**src/rtl/cpu_mux_pkg.sv**
```systemverilog
// ---------------------------------------------------------------------------
// cpu_mux_pkg
// Shared definitions for the CPU datapath selectors: default widths and the
// named select encodings used at each mux site.
// No ports (package).
// ---------------------------------------------------------------------------
package cpu_mux_pkg;

  // Default widths for register-address and data-path selectors.
  localparam int REG_ADDR_W = 5;
  localparam int DATA_W     = 32;

  // Destination / operand register select encodings.
  typedef enum logic [1:0] {
    SEL_RT = 2'd0,
    SEL_RD = 2'd1,
    SEL_RA = 2'd2
  } reg_sel_e;

  // Forwarding select encodings for ALU operands.
  typedef enum logic [1:0] {
    FWD_NONE = 2'd0,
    FWD_EX   = 2'd1,
    FWD_MEM  = 2'd2,
    FWD_WB   = 2'd3
  } fwd_sel_e;

endpackage

```
**src/rtl/reg_mux_n_if.sv**
```systemverilog
// ---------------------------------------------------------------------------
// reg_mux_n_if
// Bundles the input-side and output-side valid/ready handshakes of reg_mux_n.
// Parameters: WIDTH (data width), NUM_IN (number of data inputs).
// Signals:
//   in_valid/in_ready/sel/in_data   upstream select+data transfer
//   out_valid/out_ready/out_data    downstream result transfer
//   sel_err                         sticky out-of-range select flag
// Modports:
//   master - the environment (drives inputs, observes outputs)
//   slave  - the reg_mux_n block
// ---------------------------------------------------------------------------
interface reg_mux_n_if
  import cpu_mux_pkg::*;
#(
  parameter int WIDTH  = DATA_W,
  parameter int NUM_IN = 4
);

  localparam int SEL_W = $clog2(NUM_IN);

  logic                    in_valid;
  logic                    in_ready;
  logic [SEL_W-1:0]        sel;
  logic [NUM_IN*WIDTH-1:0] in_data;
  logic                    out_valid;
  logic                    out_ready;
  logic [WIDTH-1:0]        out_data;
  logic                    sel_err;

  modport master (
    output in_valid, sel, in_data, out_ready,
    input  in_ready, out_valid, out_data, sel_err
  );

  modport slave (
    input  in_valid, sel, in_data, out_ready,
    output in_ready, out_valid, out_data, sel_err
  );

endinterface

```
**src/rtl/reg_mux_n_comb.sv**
```systemverilog
// ---------------------------------------------------------------------------
// mux_n_comb
// Purely combinational N:1 selector. Input k is in_data[k*WIDTH +: WIDTH].
// An index with no matching input (sel >= NUM_IN) yields all zeros.
// Ports:
//   sel      in   SEL_W         input index
//   in_data  in   NUM_IN*WIDTH  packed inputs
//   out_data out  WIDTH         selected input (or zero)
// ---------------------------------------------------------------------------
module mux_n_comb #(
  parameter int WIDTH  = 32,
  parameter int NUM_IN = 4
) (
  input  logic [$clog2(NUM_IN)-1:0] sel,
  input  logic [NUM_IN*WIDTH-1:0]   in_data,
  output logic [WIDTH-1:0]          out_data
);

  localparam int SEL_W = $clog2(NUM_IN);

  // Compare against every legal index; no match leaves the zero default,
  // which is what makes out-of-range selects forward zeros.
  always_comb begin
    out_data = '0;
    for (int k = 0; k < NUM_IN; k++) begin
      if (sel == k[SEL_W-1:0]) begin
        out_data = in_data[k*WIDTH +: WIDTH];
      end
    end
  end

endmodule

```
**src/rtl/reg_mux_n.sv**
```systemverilog
// ---------------------------------------------------------------------------
// reg_mux_n
// Registered N:1 data selector with valid/ready handshakes on both sides.
// The select is resolved when a beat is accepted; the chosen word is held in
// a main register, with a one-entry skid register so that in_ready can come
// straight from a flop while still sustaining one transfer per cycle.
// Parameters: WIDTH (default 32), NUM_IN (default 4, legal 2..16).
// Ports:
//   clk   in  rising-edge clock
//   rst   in  asynchronous active-high reset
//   bus   reg_mux_n_if.slave (in_valid/in_ready/sel/in_data,
//         out_valid/out_ready/out_data, sel_err)
// Optional feature macro: REG_MUX_SEL_CHECK_EN - when defined, an accepted
// out-of-range select sets a sticky sel_err; otherwise sel_err is tied low.
// ---------------------------------------------------------------------------
module reg_mux_n
  import cpu_mux_pkg::*;
#(
  parameter int WIDTH  = DATA_W,
  parameter int NUM_IN = 4
) (
  input logic        clk,
  input logic        rst,
  reg_mux_n_if.slave bus
);

  logic             main_v;
  logic             skid_v;
  logic [WIDTH-1:0] main_d;
  logic [WIDTH-1:0] skid_d;
  logic [WIDTH-1:0] sel_data;
  logic             accept;
  logic             emit;

  // Single selector at the input; both storage registers load from it.
  mux_n_comb #(
    .WIDTH  (WIDTH),
    .NUM_IN (NUM_IN)
  ) u_mux (
    .sel      (bus.sel),
    .in_data  (bus.in_data),
    .out_data (sel_data)
  );

  // in_ready is the inverse of the skid flop, so out_ready never reaches it
  // combinationally.
  assign accept        = bus.in_valid && !skid_v;
  assign emit          = main_v && bus.out_ready;
  assign bus.in_ready  = !skid_v;
  assign bus.out_valid = main_v;
  assign bus.out_data  = main_d;

  // Main/skid storage. An emit either refills main from the skid, replaces it
  // with a same-cycle accept, or empties it. Without an emit, an accept goes
  // to main if it is empty and to the skid otherwise. Accept can never
  // coincide with a full skid because in_ready is low then.
  always_ff @(posedge clk or posedge rst) begin
    if (rst) begin
      main_v <= 1'b0;
      skid_v <= 1'b0;
      main_d <= '0;
      skid_d <= '0;
    end else if (emit) begin
      if (skid_v) begin
        main_d <= skid_d;
        skid_v <= 1'b0;
      end else if (accept) begin
        main_d <= sel_data;
      end else begin
        main_v <= 1'b0;
      end
    end else if (accept) begin
      if (!main_v) begin
        main_d <= sel_data;
        main_v <= 1'b1;
      end else begin
        skid_d <= sel_data;
        skid_v <= 1'b1;
      end
    end
  end

`ifdef REG_MUX_SEL_CHECK_EN
  localparam int SEL_W = $clog2(NUM_IN);

  logic sel_legal;
  logic sel_err_q;

  // A select is legal only if it names one of the NUM_IN inputs; this stays
  // free of constant compares when NUM_IN is a power of two.
  always_comb begin
    sel_legal = 1'b0;
    for (int k = 0; k < NUM_IN; k++) begin
      if (bus.sel == k[SEL_W-1:0]) begin
        sel_legal = 1'b1;
      end
    end
  end

  // Sticky error: set by any accepted illegal select, cleared only by reset.
  always_ff @(posedge clk or posedge rst) begin
    if (rst) begin
      sel_err_q <= 1'b0;
    end else if (accept && !sel_legal) begin
      sel_err_q <= 1'b1;
    end
  end

  assign bus.sel_err = sel_err_q;
`else
  assign bus.sel_err = 1'b0;
`endif

endmodule

```
**src/flat_wrapper.sv**
```systemverilog
// flat-port wrapper written by rule: the top's interface ports become plain ports
module reg_mux_n_flat import cpu_mux_pkg::*;
#(
  parameter int WIDTH  = DATA_W,
  parameter int NUM_IN = 4
)
  (clk, rst, bus_in_valid, bus_sel, bus_in_data, bus_out_ready, bus_in_ready, bus_out_valid, bus_out_data, bus_sel_err);
  reg_mux_n_if #(.WIDTH(WIDTH), .NUM_IN(NUM_IN)) bus_i ();
  input logic clk;
  input logic rst;
  input wire logic [$bits(bus_i.in_valid)-1:0] bus_in_valid;
  input wire logic [$bits(bus_i.sel)-1:0] bus_sel;
  input wire logic [$bits(bus_i.in_data)-1:0] bus_in_data;
  input wire logic [$bits(bus_i.out_ready)-1:0] bus_out_ready;
  output wire logic [$bits(bus_i.in_ready)-1:0] bus_in_ready;
  output wire logic [$bits(bus_i.out_valid)-1:0] bus_out_valid;
  output wire logic [$bits(bus_i.out_data)-1:0] bus_out_data;
  output wire logic [$bits(bus_i.sel_err)-1:0] bus_sel_err;
  assign bus_i.in_valid = bus_in_valid;
  assign bus_i.sel = bus_sel;
  assign bus_i.in_data = bus_in_data;
  assign bus_i.out_ready = bus_out_ready;
  assign bus_in_ready = bus_i.in_ready;
  assign bus_out_valid = bus_i.out_valid;
  assign bus_out_data = bus_i.out_data;
  assign bus_sel_err = bus_i.sel_err;
  reg_mux_n #(.WIDTH(WIDTH), .NUM_IN(NUM_IN)) u_core (.clk(clk), .rst(rst), .bus(bus_i));
endmodule
```
**config.mk**
```make
export PLATFORM = sky130hd
export DESIGN_NAME = reg_mux_n_flat
export DESIGN_NICKNAME = d
export VERILOG_FILES = /design/src/rtl/cpu_mux_pkg.sv /design/src/rtl/reg_mux_n_if.sv /design/src/rtl/reg_mux_n_comb.sv /design/src/rtl/reg_mux_n.sv /design/src/flat_wrapper.sv
export SDC_FILE = /design/constraint.sdc
export NUM_CORES = 1
export LEC_CHECK = 0
export BUFFER_PORTS_ARGS = -buffer_cell sky130_fd_sc_hd__buf_2
export CORE_UTILIZATION = 40
export CTS_CLUSTER_SIZE = 10
export DETAILED_ROUTE_END_ITERATION = 8
export GPL_TIMING_DRIVEN = 0
export HOLD_SLACK_MARGIN = 0.1
export PLACE_DENSITY = 0.81
export REMOVE_ABC_BUFFERS = 1
export SLEW_MARGIN = 20
export SYNTH_ARGS = -nofsm -noshare
export SYNTH_HDL_FRONTEND = slang
export SYNTH_SLANG_ARGS = --single-unit
export TNS_END_PERCENT = 10
```
**constraint.sdc**
```tcl
create_clock -name clk -period 2.42 [get_ports clk]
set_clock_uncertainty 0.1 [all_clocks]
set_input_delay 0.484 -clock clk [delete_from_list [all_inputs] [get_ports clk]]
set_output_delay 0.484 -clock clk [all_outputs]
set_load 0.01 [all_outputs]
```
==> results.py <==
metrics = {
    "setup_path": {
        "critPathLaunchType": "register",
        "cp_data_arrival_time_ns": 2.14,
        "worst-setup-path-type": "reg -> reg",
        "crit_required_ns": 2.58,
        "timing.critical_path.to_type": "register",
        "cp_slowest_cell": "and3_1",
        "timing.critical_path.max_delay_family": "simple AND/OR/NAND/NOR gates",
        "cp_slowest_stage_delay_ns": 0.89,
        "path_buf_inv": 0,
        "timing.critical_path.fanout_max": 32,
        "timing.critical_path.cells": "and3_1 > and2_1 > a221o_1",
    },
    "global_route": {
        "first_pass_grt_wire_length_um": 13270,
        "antenna_found_initial": 0,
        "grt_pass1_vias": 2800,
        "grt_start_max_net_pins": 35,
        "grtUsageTotal_pct": 19.76,
        "grt.overflow.total": 0,
    },
    "clock_network": {
        "postCtsHoldBufs": 1,
        "tritoncts_num_sinks": 66,
        "cts_post_setup_buffers_inserted": 0,
        "ctsHtreeMaxLevel": 3,
        "clockBufferDepth": 2,
        "clk_latency_ns": 0.33,
        "clock_tree_from_tritoncts": "built",
        "tritoncts.num_buffers": 9,
        "clockRootBuffer": "clkbuf_8",
        "cts.clk_slew.worst_paths_ns": 0.07,
        "post_cts_resize_count": 0,
    },
    "synthesis": {
        "ys_seq_elements": 66,
        "yosys_warnings": 0,
        "synthDominantCellAreaShare_pct": 47.91,
        "netlist-cell-type-count": 21,
        "syn-instance-count": 228,
        "synth_area_leaders": "dfrtp_1 48%, mux4_2 20%, mux2_2 10%",
        "mappedNetlistArea_mm2": 0.003447,
        "synthesis.area_per_instance_um2": 15.12,
        "synth_largest_area_cell": "dfrtp_1",
        "ys_seq_area_share_pct": 47.91,
    },
    "status": {
        "result_of_the_run": "finished, final reports clean",
    },
    "final_layout": {
        "diodes": 0,
        "num-fill-cells": 732,
        "area_delta_synth_final_pct": 35.03,
        "num-nets-final": 526,
        "layout-drive-gt1-share_pct": 64.23,
    },
    "sta": {
        "final.period_utilization_pct": 81.67,
        "relSlewSlack_pct": 32.44,
        "timing.fmax_mhz": 506.0,
        "maxSlewViolCount": 0,
        "finalSetupViolations": 0,
        "rsz0062_at_grt": "no",
        "post_route_setup_tns_ns": 0,
        "hold_viol": 0,
        "worst_max_slew_pin_slew_ns": 1.013,
        "fin_worst_hold_slack_ns": 0.3187,
        "timing.final.crit_period_ns": 1.976,
    },
    "routing": {
        "dr_wl_met3_um": 557,
        "routed-via-count": 2722,
        "dr.first_iter.drc_count": 69,
        "routedWlPerCell_um": 16.72,
        "wirelength_met1_um": 3231,
        "postRouteAntennaNets": 0,
        "drc": 0,
        "dr_wl_met2_um": 4546,
        "vias_per_cell": 5.422,
        "wire_length_reported_by_the_detailed_router_um": 8391,
        "top_signal_layer_used": "met4",
        "dr.pass1.iters": 4,
    },
    "pwr": {
        "gate_power_share_pct": 35.9,
        "leakagePower_uw": 0.002230,
        "internal_power_uw": 3225,
        "switchingPower_uw": 1448,
        "share_seq_of_total_power_pct": 41.0,
        "pwr-share-clk_pct": 23.1,
        "power_per_cell_area_mw_per_mm2": 1004,
        "ir_worst_vdd_uv": 437.1,
        "finalPower_uw": 4673,
        "power_switching_share_pct": 30.99,
    },
    "floorplanning": {
        "die_area_mm2": 0.008993,
        "effective_utilization_at_floorplan_pct": 41.74,
        "design.portCount": 169,
        "rows": 33,
        "fp.dieH_um": 94.83,
        "design.core.area_mm2": 0.008258,
        "chip_width_um": 94.83,
    },
    "place": {
        "place.port_buffers": 167,
        "place_congestion": 0.6786,
        "dp_hpwl_um": 6155,
    },
    "min_path": {
        "min_path_type": "in -> reg",
    },
    "flow_run": {
        "maxCapViolations": 0,
    },
}
## flip-flops by register name, summed over array words and instances, names as in the netlist
name and cells:
u_core.bus.out_data 32, u_core.skid_d 32, u_core.bus.out_valid 1, u_core.skid_v 1
## worst reg2reg max path: cells and delay by family (launching register included)
kind	cells	cell delay [ns]
simple gates	2	1.15
flops	1	0.53
compound gates	1	0.13
## placed cells by master (no fill, tap or decap)
cell type	instances
mux2_2	32
clkbuf_8	12
nor3_4	1
a221o_1	32
a211oi_4	1
mux4_2	31
mux4_1	1
conb_1	1
clkinv_2	1
buf_8	3
inv_1	3
dfrtp_1	66
buf_12	1
dlygate4sd3_1	1
buf_2	166
nand2_1	1
a22oi_1	1
inv_4	1
a21o_2	1
buf_4	1
buf_6	1
and2_1	32
bufinv_16	2
mux2i_1	1
clkinvlp_4	1
o21ai_0	2
and3_1	1
## area by class of cell
cell class / count / area (um^2) / area share [%]
Clock buffer: 12 / 165.2 / 3.548
Timing Repair Buffer: 173 / 924.6 / 19.87
Inverter: 4 / 17.52 / 0.3763
Clock inverter: 4 / 72.57 / 1.559
Sequential cell: 66 / 1652 / 35.48
Multi-Input combinational cell: 138 / 1692 / 36.34
Tap cell: 105 / 131.4 / 2.823
## metal layers
| metal | GRT usage, % | vias up |
|---|---|---|
| met5 | 0 | - |
| met4 | 6.944 | 0 |
| met3 | 5.233 | 6 |
| met2 | 35.97 | 106 |
| met1 | 22.09 | 1377 |
| li1 | - | 1233 |
## synthesized netlist by cell type
master / instances
mux2_2: 32
inv_1: 4
mux4_2: 31
a211oi_1: 1
a21o_1: 1
and2_1: 32
nand2_1: 1
and3_1: 1
mux2i_1: 1
dfrtp_1: 66
o21ai_0: 2
a221o_1: 32
buf_2: 6
buf_6: 2
nor3_2: 1
mux4_1: 1
clkbuf_1: 8
conb_1: 1
buf_4: 3
a22oi_1: 1
buf_1: 1
## per-stage QoR
step / util [%] / setup WS [ns] / cell area (um^2) / cells
detailed placement: 53.32 / -0.2021 / 4403 / 485
floorplan: - / -0.4271 / 3338 / 208
global route: 56.36 / 0.2538 / 4654 / 502
CTS: 56.32 / 0.1637 / 4651 / 502
global placement: 52.14 / -1.962 / 4305 / 480
finish: 56.36 / 0.4437 / 4654 / 502
## kinds of logic (layout without fill, tap and decap cells)
kind of cell	after synthesis	count (layout)	share of synthesized area (%)
other	1	1	0.1088
DFF	66	66	47.91
AOI/OAI and AO/OA	37	37	10.24
buffers and inverters	24	193	3.593
muxes	65	65	31.76
and+or+nand+nor	35	35	6.388
## worst paths after layout
path                                    from                 endpoint  slack [ns]  cells after the start
max reg2reg                    u_core.skid_v  u_core.bus.out_data[30]        0.44                      3
min                            bus_out_ready            u_core.skid_v        0.32                      2
min reg2reg                u_core.skid_d[12]        u_core.skid_d[12]        0.40                      1
max in group asynchronous                rst  u_core.bus.out_data[20]        1.10                      4
max                            u_core.skid_v  u_core.bus.out_data[30]        0.44                      3
min in group asynchronous                rst  u_core.bus.out_data[25]        0.59                      3
## power groups by stage
| stage | Clock [uW] | Sequential [uW] | Combinational, uW |
|---|---|---|---|
| final | 1080 | 1920 | 1680 |
| after CTS | 1110 | 1920 | 1700 |
| after detailed placement | 0 | 1930 | 1710 |
| after floorplan | 0 | 1980 | 934 |
| after global routing | 1170 | 1990 | 1840 |
| after global placement | 0 | 1890 | 1590 |
Note: power is estimated with default switching activity, not from simulation.
